===== src/rtl/pattern_lut_arbiter.sv =====
// pattern_lut_arbiter
//   Shares the two read lanes of the ccLUT pattern lookup among NREQ
//   pattern-finder requesters and one VME debug readback port.
//   Up to two functional lookups are granted per cycle in round-robin order.
//   Lane 0 is functional only. Lane 1 is functional, or carries the pending
//   VME read when at most one functional grant is possible, or when that
//   read has starved for MAX_STARVE cycles. Each lookup is tagged through
//   the LUT latency, and its result is returned to the requester that issued
//   it. The fixed grant-to-response latency is LUT_LAT+2 cycles.
// Ports:
//   clock, global_reset          : clock, synchronous active-high reset
//   req_valid/req_ready          : per-requester handshake (ready is combinational)
//   req_pat/req_carry            : per-requester packed pattern word / carry address
//   lut_pat0/1, lut_carry0/1     : registered LUT inputs, lane 0 / lane 1
//   lut_offs/bend/quality0/1     : LUT outputs, valid LUT_LAT cycles after the inputs
//   rsp_valid/offs/bend/quality  : per-requester response strobe and held data
//   vme_rd_req/pat/carry         : readback request (sampled in IDLE only)
//   vme_rd_busy/done/data        : readback status, strobe and held {offs,bend,quality}
module pattern_lut_arbiter #(
  parameter int NREQ       = 4,
  parameter int MXPATB     = 7,
  parameter int MXPATC     = 12,
  parameter int LUT_LAT    = 1,
  parameter int MAX_STARVE = 15
) (
  input  logic                   clock,
  input  logic                   global_reset,
  input  logic [NREQ-1:0]        req_valid,
  output logic [NREQ-1:0]        req_ready,
  input  logic [NREQ*MXPATB-1:0] req_pat,
  input  logic [NREQ*MXPATC-1:0] req_carry,
  output logic [MXPATB-1:0]      lut_pat0,
  output logic [MXPATB-1:0]      lut_pat1,
  output logic [MXPATC-1:0]      lut_carry0,
  output logic [MXPATC-1:0]      lut_carry1,
  input  logic [3:0]             lut_offs0,
  input  logic [3:0]             lut_offs1,
  input  logic [4:0]             lut_bend0,
  input  logic [4:0]             lut_bend1,
  input  logic [8:0]             lut_quality0,
  input  logic [8:0]             lut_quality1,
  output logic [NREQ-1:0]        rsp_valid,
  output logic [NREQ*4-1:0]      rsp_offs,
  output logic [NREQ*5-1:0]      rsp_bend,
  output logic [NREQ*9-1:0]      rsp_quality,
  input  logic                   vme_rd_req,
  input  logic [MXPATB-1:0]      vme_rd_pat,
  input  logic [MXPATC-1:0]      vme_rd_carry,
  output logic                   vme_rd_busy,
  output logic                   vme_rd_done,
  output logic [17:0]            vme_rd_data
);

  localparam int PW = (NREQ > 1) ? $clog2(NREQ) : 1;
  localparam int SW = $clog2(MAX_STARVE + 1);
  localparam logic [PW:0]   NREQ_W     = (PW+1)'(NREQ);
  localparam logic [SW-1:0] STARVE_MAX = SW'(MAX_STARVE);

  typedef enum logic [1:0] {IDLE, WAIT_SLOT, WAIT_DATA, DONE} vme_state_e;

  // Unpacked views of the packed per-requester buses
  logic [MXPATB-1:0] pat_arr   [NREQ];
  logic [MXPATC-1:0] carry_arr [NREQ];

  // State
  logic [PW-1:0]     ptr_q, ptr_d;
  vme_state_e        state_q, state_d;
  logic [SW-1:0]     starve_q, starve_d;
  logic [MXPATB-1:0] vme_pat_q, vme_pat_d;
  logic [MXPATC-1:0] vme_carry_q, vme_carry_d;
  logic [MXPATB-1:0] lut_pat0_q, lut_pat0_d, lut_pat1_q, lut_pat1_d;
  logic [MXPATC-1:0] lut_carry0_q, lut_carry0_d, lut_carry1_q, lut_carry1_d;
  // Lane tags: lane 0 = {valid, owner}; lane 1 = {valid, owner, is_vme}
  logic [PW:0]       tag0_q [LUT_LAT+1];
  logic [PW:0]       tag0_d [LUT_LAT+1];
  logic [PW+1:0]     tag1_q [LUT_LAT+1];
  logic [PW+1:0]     tag1_d [LUT_LAT+1];
  logic [NREQ-1:0]   rsp_valid_q, rsp_valid_d;
  logic [3:0]        rsp_offs_q [NREQ];
  logic [3:0]        rsp_offs_d [NREQ];
  logic [4:0]        rsp_bend_q [NREQ];
  logic [4:0]        rsp_bend_d [NREQ];
  logic [8:0]        rsp_quality_q [NREQ];
  logic [8:0]        rsp_quality_d [NREQ];
  logic [17:0]       vme_rd_data_q, vme_rd_data_d;
  logic              vme_rd_done_q, vme_rd_done_d;

  // Arbitration results
  logic          first_v, second_v, grant1, vme_take;
  logic [PW-1:0] first_idx, second_idx;
  logic [PW:0]   t0;
  logic [PW+1:0] t1;

  genvar gi;
  generate
    for (gi = 0; gi < NREQ; gi++) begin : g_req
      assign pat_arr[gi]                 = req_pat[gi*MXPATB +: MXPATB];
      assign carry_arr[gi]               = req_carry[gi*MXPATC +: MXPATC];
      assign rsp_offs[gi*4 +: 4]         = rsp_offs_q[gi];
      assign rsp_bend[gi*5 +: 5]         = rsp_bend_q[gi];
      assign rsp_quality[gi*9 +: 9]      = rsp_quality_q[gi];
    end
  endgenerate

  // Round-robin scan from the pointer. The first two valid requesters are candidates
  // for lane 0 and lane 1. A VME read in WAIT_SLOT takes lane 1 when no second
  // candidate exists, or unconditionally once starved.
  always_comb begin : arb
    logic [PW:0]   sum;
    logic [PW-1:0] idx;
    logic [PW-1:0] last;
    logic [PW:0]   nxt;
    first_v    = 1'b0;
    second_v   = 1'b0;
    first_idx  = '0;
    second_idx = '0;
    for (int i = 0; i < NREQ; i++) begin
      sum = {1'b0, ptr_q} + (PW+1)'(i);
      if (sum >= NREQ_W) sum = sum - NREQ_W;
      idx = sum[PW-1:0];
      if (req_valid[idx]) begin
        if (!first_v) begin
          first_v   = 1'b1;
          first_idx = idx;
        end else if (!second_v) begin
          second_v   = 1'b1;
          second_idx = idx;
        end
      end
    end
    vme_take  = (state_q == WAIT_SLOT) && (!second_v || (starve_q == STARVE_MAX));
    grant1    = second_v && !vme_take;
    req_ready = '0;
    if (first_v) req_ready[first_idx]  = 1'b1;
    if (grant1)  req_ready[second_idx] = 1'b1;
    last = grant1 ? second_idx : first_idx;
    nxt  = {1'b0, last} + (PW+1)'(1);
    if (nxt >= NREQ_W) nxt = '0;
    ptr_d = first_v ? nxt[PW-1:0] : ptr_q;
  end

  // Lane input registers and tag delay lines
  always_comb begin
    lut_pat0_d   = first_v ? pat_arr[first_idx]   : '0;
    lut_carry0_d = first_v ? carry_arr[first_idx] : '0;
    if (vme_take) begin
      lut_pat1_d   = vme_pat_q;
      lut_carry1_d = vme_carry_q;
    end else begin
      lut_pat1_d   = grant1 ? pat_arr[second_idx]   : '0;
      lut_carry1_d = grant1 ? carry_arr[second_idx] : '0;
    end
    tag0_d[0] = {first_v, first_idx};
    tag1_d[0] = {grant1 | vme_take, vme_take ? '0 : second_idx, vme_take};
    for (int k = 1; k <= LUT_LAT; k++) begin
      tag0_d[k] = tag0_q[k-1];
      tag1_d[k] = tag1_q[k-1];
    end
  end

  // Tags leaving the delay line line up with the LUT outputs of their lane
  assign t0 = tag0_q[LUT_LAT];
  assign t1 = tag1_q[LUT_LAT];

  always_comb begin
    rsp_valid_d   = '0;
    rsp_offs_d    = rsp_offs_q;
    rsp_bend_d    = rsp_bend_q;
    rsp_quality_d = rsp_quality_q;
    vme_rd_data_d = vme_rd_data_q;
    vme_rd_done_d = 1'b0;
    if (t0[PW]) begin
      rsp_valid_d[t0[PW-1:0]]   = 1'b1;
      rsp_offs_d[t0[PW-1:0]]    = lut_offs0;
      rsp_bend_d[t0[PW-1:0]]    = lut_bend0;
      rsp_quality_d[t0[PW-1:0]] = lut_quality0;
    end
    if (t1[PW+1]) begin
      if (t1[0]) begin
        vme_rd_data_d = {lut_offs1, lut_bend1, lut_quality1};
        vme_rd_done_d = 1'b1;
      end else begin
        rsp_valid_d[t1[PW:1]]   = 1'b1;
        rsp_offs_d[t1[PW:1]]    = lut_offs1;
        rsp_bend_d[t1[PW:1]]    = lut_bend1;
        rsp_quality_d[t1[PW:1]] = lut_quality1;
      end
    end
  end

  // VME readback sequencing. WAIT_DATA is left once the registered done strobe
  // is visible, so DONE always follows the pulse by one cycle.
  always_comb begin
    state_d     = state_q;
    starve_d    = starve_q;
    vme_pat_d   = vme_pat_q;
    vme_carry_d = vme_carry_q;
    case (state_q)
      IDLE: if (vme_rd_req) begin
        vme_pat_d   = vme_rd_pat;
        vme_carry_d = vme_rd_carry;
        starve_d    = '0;
        state_d     = WAIT_SLOT;
      end
      WAIT_SLOT: begin
        if (vme_take) state_d = WAIT_DATA;
        else if (starve_q != STARVE_MAX) starve_d = starve_q + SW'(1);
      end
      WAIT_DATA: if (vme_rd_done_q) state_d = DONE;
      DONE:      state_d = IDLE;
      default:   state_d = IDLE;
    endcase
  end

  always_ff @(posedge clock) begin
    if (global_reset) begin
      ptr_q         <= '0;
      state_q       <= IDLE;
      starve_q      <= '0;
      vme_pat_q     <= '0;
      vme_carry_q   <= '0;
      lut_pat0_q    <= '0;
      lut_pat1_q    <= '0;
      lut_carry0_q  <= '0;
      lut_carry1_q  <= '0;
      rsp_valid_q   <= '0;
      vme_rd_data_q <= '0;
      vme_rd_done_q <= 1'b0;
      for (int k = 0; k <= LUT_LAT; k++) begin
        tag0_q[k] <= '0;
        tag1_q[k] <= '0;
      end
      for (int i = 0; i < NREQ; i++) begin
        rsp_offs_q[i]    <= '0;
        rsp_bend_q[i]    <= '0;
        rsp_quality_q[i] <= '0;
      end
    end else begin
      ptr_q         <= ptr_d;
      state_q       <= state_d;
      starve_q      <= starve_d;
      vme_pat_q     <= vme_pat_d;
      vme_carry_q   <= vme_carry_d;
      lut_pat0_q    <= lut_pat0_d;
      lut_pat1_q    <= lut_pat1_d;
      lut_carry0_q  <= lut_carry0_d;
      lut_carry1_q  <= lut_carry1_d;
      rsp_valid_q   <= rsp_valid_d;
      vme_rd_data_q <= vme_rd_data_d;
      vme_rd_done_q <= vme_rd_done_d;
      tag0_q        <= tag0_d;
      tag1_q        <= tag1_d;
      rsp_offs_q    <= rsp_offs_d;
      rsp_bend_q    <= rsp_bend_d;
      rsp_quality_q <= rsp_quality_d;
    end
  end

  assign lut_pat0    = lut_pat0_q;
  assign lut_pat1    = lut_pat1_q;
  assign lut_carry0  = lut_carry0_q;
  assign lut_carry1  = lut_carry1_q;
  assign rsp_valid   = rsp_valid_q;
  assign vme_rd_busy = (state_q != IDLE);
  assign vme_rd_done = vme_rd_done_q;
  assign vme_rd_data = vme_rd_data_q;

endmodule


===== config.mk =====
export PLATFORM = sky130hd
export DESIGN_NAME = pattern_lut_arbiter
export DESIGN_NICKNAME = d
export VERILOG_FILES = /design/src/rtl/pattern_lut_arbiter.sv
export SDC_FILE = /design/constraint.sdc
export NUM_CORES = 1
export LEC_CHECK = 0
export ABC_CLOCK_PERIOD_IN_PS = 3100
export BUFFER_PORTS_ARGS = -buffer_cell sky130_fd_sc_hd__buf_4
export CORE_MARGIN = 5
export CORE_UTILIZATION = 46
export CTS_CLUSTER_DIAMETER = 50
export DETAILED_ROUTE_END_ITERATION = 6
export GPL_TIMING_DRIVEN = 0
export PLACE_DENSITY = 0.83
export SLEW_MARGIN = 20
export SYNTH_ARGS = -nofsm -noshare
export SYNTH_HDL_FRONTEND = slang
export SYNTH_SLANG_ARGS = --single-unit
export TNS_END_PERCENT = 30

===== constraint.sdc =====
create_clock -name clock -period 3.1 [get_ports clock]
set_clock_uncertainty 0.15 [all_clocks]
set_input_delay 0.465 -clock clock [delete_from_list [all_inputs] [get_ports clock]]
set_output_delay 0.465 -clock clock [all_outputs]
set_load 0.01 [all_outputs]

==> summary.txt <==
status: finished with violations
violated checks: setup timing
nets: 1343
Comb power frac: 0.363
Row Count: 49
CP Data Arrival Time: 2.77 ns
DR vias/cell: 5.75
mapped cell area: 8320 µm²
Yosys reg bits: 174
Seq pwr share: 0.359
worst path cell trace: buf_6, mux4_2, ha_4, and2_4, a211oi_4, a311o_1, a21oi_2, buf_6, o21ai_4, buf_6
antenna-violating nets left: 0
Crit path required time: 2.48 ns
Top Family by Delay on Critical Path: compound AO/OA/AOI/OAI gates
vias post-DR: 8292
global route overflow: 0
CTS Hold Bufs: 0
Max-Cap Viols: 0
actual slew at the worst max-slew pin: 0.819 ns
Clk Latency, worst-skew pair: 0.43 ns
syn avg cell area: 9.28 µm²
global-route wire length before repair: 43500 µm
startpoint types: flip-flop
sequential area share after synthesis: 0.419
fmax: 296 MHz
CP Max Fanout: 3
CP peak stage delay: 0.55 ns
fraction of layout cells with a size suffix above 1: 0.323
Ys Warns: 0
crit-path most repeated cell: buf_6
Relative slew margins: 0.454
1st-iter DRT viols: 620
Die Ht: 144 µm
fin crit share: 1.09
CTS tree: yes
# setup viols final: 4
Leakage: 5.25 nW
max-slew violations: 0
H-tree Lvls: 4
Sink Count: 174
Die Area: 20900 µm²
clock transition at the registers of the reported paths: 0.07 ns
CTS Buf Count: 17
Hold WC Path Type: in -> reg
total internal power: 4.81 mW
CP Buf/Inv Count: 3
Pwr per Cell Area: 641 nW/µm²
Tmin final: 3.38 ns
Die W: 144 µm
pre-CTS WS: -0.523 ns
Slowest-stage cell, CP: mux4_2
CTS Buffer Depth: 2
Setup crit end kind: output pin
Post-synth EDFFs: 0
core area: 17900 µm²
dominant synthesized flop cell: dfxtp_1
Root Buffer: clkbuf_16
fraction of registers with async set/reset: 0
Setup Crit Path Kind: reg -> out
Max VDD drop: 0.428 mV
PortBufs: 273
Pre-Repair DR Iteration Count: 5
vias in the first global route: 8331
cell count after synthesis: 896
DRC viols: 0
RSZ-0062 raised after global routing: yes
filler cell count: 1460
GRT Total Usage: 0.264
routed length per placed instance: 20.1 µm
Cell variety after synth: 54
largest net degree at the start of global routing: 18
Net Count, Synth: 1040
Initial Utilization: 0.465
Clock power frac: 0.278
Switching Fraction: 0.345
final RePlAce weighted congestion: 0.929
Hold Fails Final Rpt: 0
number of antenna diodes: 0
IO Pins: 276
P_sw: 2.54 mW
Post-DP HPWL: 20900 µm
Hold WS: 0.132 ns
final worst setup slack: -0.283 ns
wirelength, routed: 29000 µm
initial antenna violation count: 0
area growth from synthesis to layout: 37.9%
logic make-up after synthesis:
| group | synth area share |
|---|---|
| compound gates | 0.202 |
| xor+xnor | 0.00211 |
| buf+inv | 0.0565 |
| flops | 0.419 |
| fa+ha+maj | 0.0116 |
| simple gates | 0.141 |
| mux | 0.168 |
layout by cell type (no fill, tap or decap), types with 3 or more instances in the layout:
cell type,Yosys,routed
buf_4,6,284
dfxtp_1,174,172
mux2i_1,135,134
a211oi_1,116,114
nand2_1,107,106
nor2_1,92,92
a21oi_1,52,52
clkbuf_1,43,43
and2_1,23,22
o221ai_2,19,19
clkbuf_16,0,17
buf_6,3,12
inv_1,10,10
buf_2,15,10
nand2b_1,8,8
nor2b_1,9,8
inv_6,0,7
buf_1,6,6
buf_12,4,5
and3_1,4,4
nand3b_1,4,4
ha_1,6,4
o21ai_2,0,3
or3_1,3,3
o21ai_0,5,3
nor3b_1,3,3
o22ai_1,4,3
a21o_1,3,3
nand3_1,4,3
clkinvlp_4,0,3
power groups by stage:
| stage | Combinational [mW] | Clock [mW] | Sequential [mW] |
|---|---|---|---|
| 2_1_floorplan | 1.46 | 0 | 2.75 |
| 3_3_place_gp | 2.41 | 0 | 2.67 |
| 3_5_place_dp | 2.45 | 0 | 2.68 |
| 4_1_cts | 2.59 | 2.07 | 2.63 |
| 5_1_grt | 2.85 | 2.17 | 2.66 |
| 6_report | 2.66 | 2.05 | 2.64 |
worst paths after layout:
kind	from	to	slack (ns)	depth (start not counted)
max	ptr_q[0]	req_ready[0]	-0.28	10
min	vme_rd_carry[6]	vme_carry_q[6]	0.13	3
max reg2reg	ptr_q[0]	lut_carry0[0]	0.05	11
min reg2reg	tag0_d[1]	t0[1]	0.29	1
tightest hold or removal path: stages:
cell	delay (ns)
buf_4	0.11
nand2_1	0.04
a21oi_1	0.05
final cells by class:
| class | count | area, µm² | area share |
|---|---|---|---|
| clock inverter | 14 | 124 | 0.0108 |
| clock buffer | 18 | 429 | 0.0374 |
| multi-input combinational | 634 | 4470 | 0.390 |
| sequential | 174 | 3490 | 0.304 |
| timing repair buffer | 285 | 2150 | 0.187 |
| buffer | 77 | 485 | 0.0423 |
| inverter | 10 | 37.5 | 0.00327 |
| tap | 229 | 287 | 0.0250 |
synth_stat cells (3+ instances only):
master,instances,area (µm²)
dfxtp_1,174,3480
mux2i_1,135,1350
a211oi_1,116,871
nand2_1,107,402
nor2_1,92,345
a21oi_1,52,260
clkbuf_1,43,161
and2_1,23,144
o221ai_2,19,285
buf_2,15,75.1
inv_1,10,37.5
nor2b_1,9,56.3
nand2b_1,8,50.1
buf_1,6,22.5
buf_4,6,45.0
ha_1,6,75.1
o21ai_0,5,25.0
and3_1,4,25.0
buf_12,4,80.1
nand3_1,4,20.0
nand3b_1,4,30.0
o22ai_1,4,25.0
a21o_1,3,22.5
buf_6,3,33.8
nor3b_1,3,22.5
o21ai_1,3,15.0
or3_1,3,18.8
routing by layer:
layer	up-vias	share of wire	track usage	wire length, µm
li1	3837	-	-	-
met5	-	0	0	0
met3	84	0.093	0.0691	2710
met1	3919	0.39	0.319	11400
met4	0	0.037	0.120	1060
met2	452	0.48	0.442	13900
repair_timing:
action	CTS	global route
hold endpoints to repair	0	0
setup buffers	8	4
resized for setup	20	12
pin swaps	7	11
setup endpoints to repair	29	11
metrics by stage:
stage	instance area, µm²	utilization	cells	total power, mW	TNS, ns
after floorplan	8390	-	896	4.21	-0.0582
after global placement	10700	0.599	1398	5.08	-6.73
after detailed placement	10700	0.599	1398	5.13	-7.81
after CTS	11400	0.637	1438	7.29	-1.10
after global routing	11500	0.641	1441	7.68	-1.41
final	11500	0.641	1441	7.35	-0.963
flip-flops by register name (all words and copies together), names as in the netlist, 4 cells and up:
name         flops
lut_carry0      12
lut_carry1      12
lut_pat0         7
lut_pat1         7
rsp_bend        20
rsp_offs        16
rsp_quality     36
rsp_valid        4
starve_q         4
t1               4
tag1_d           4
vme_carry_q     12
vme_pat_q        7
vme_rd_data     18
(Power assumes the default switching activity.)
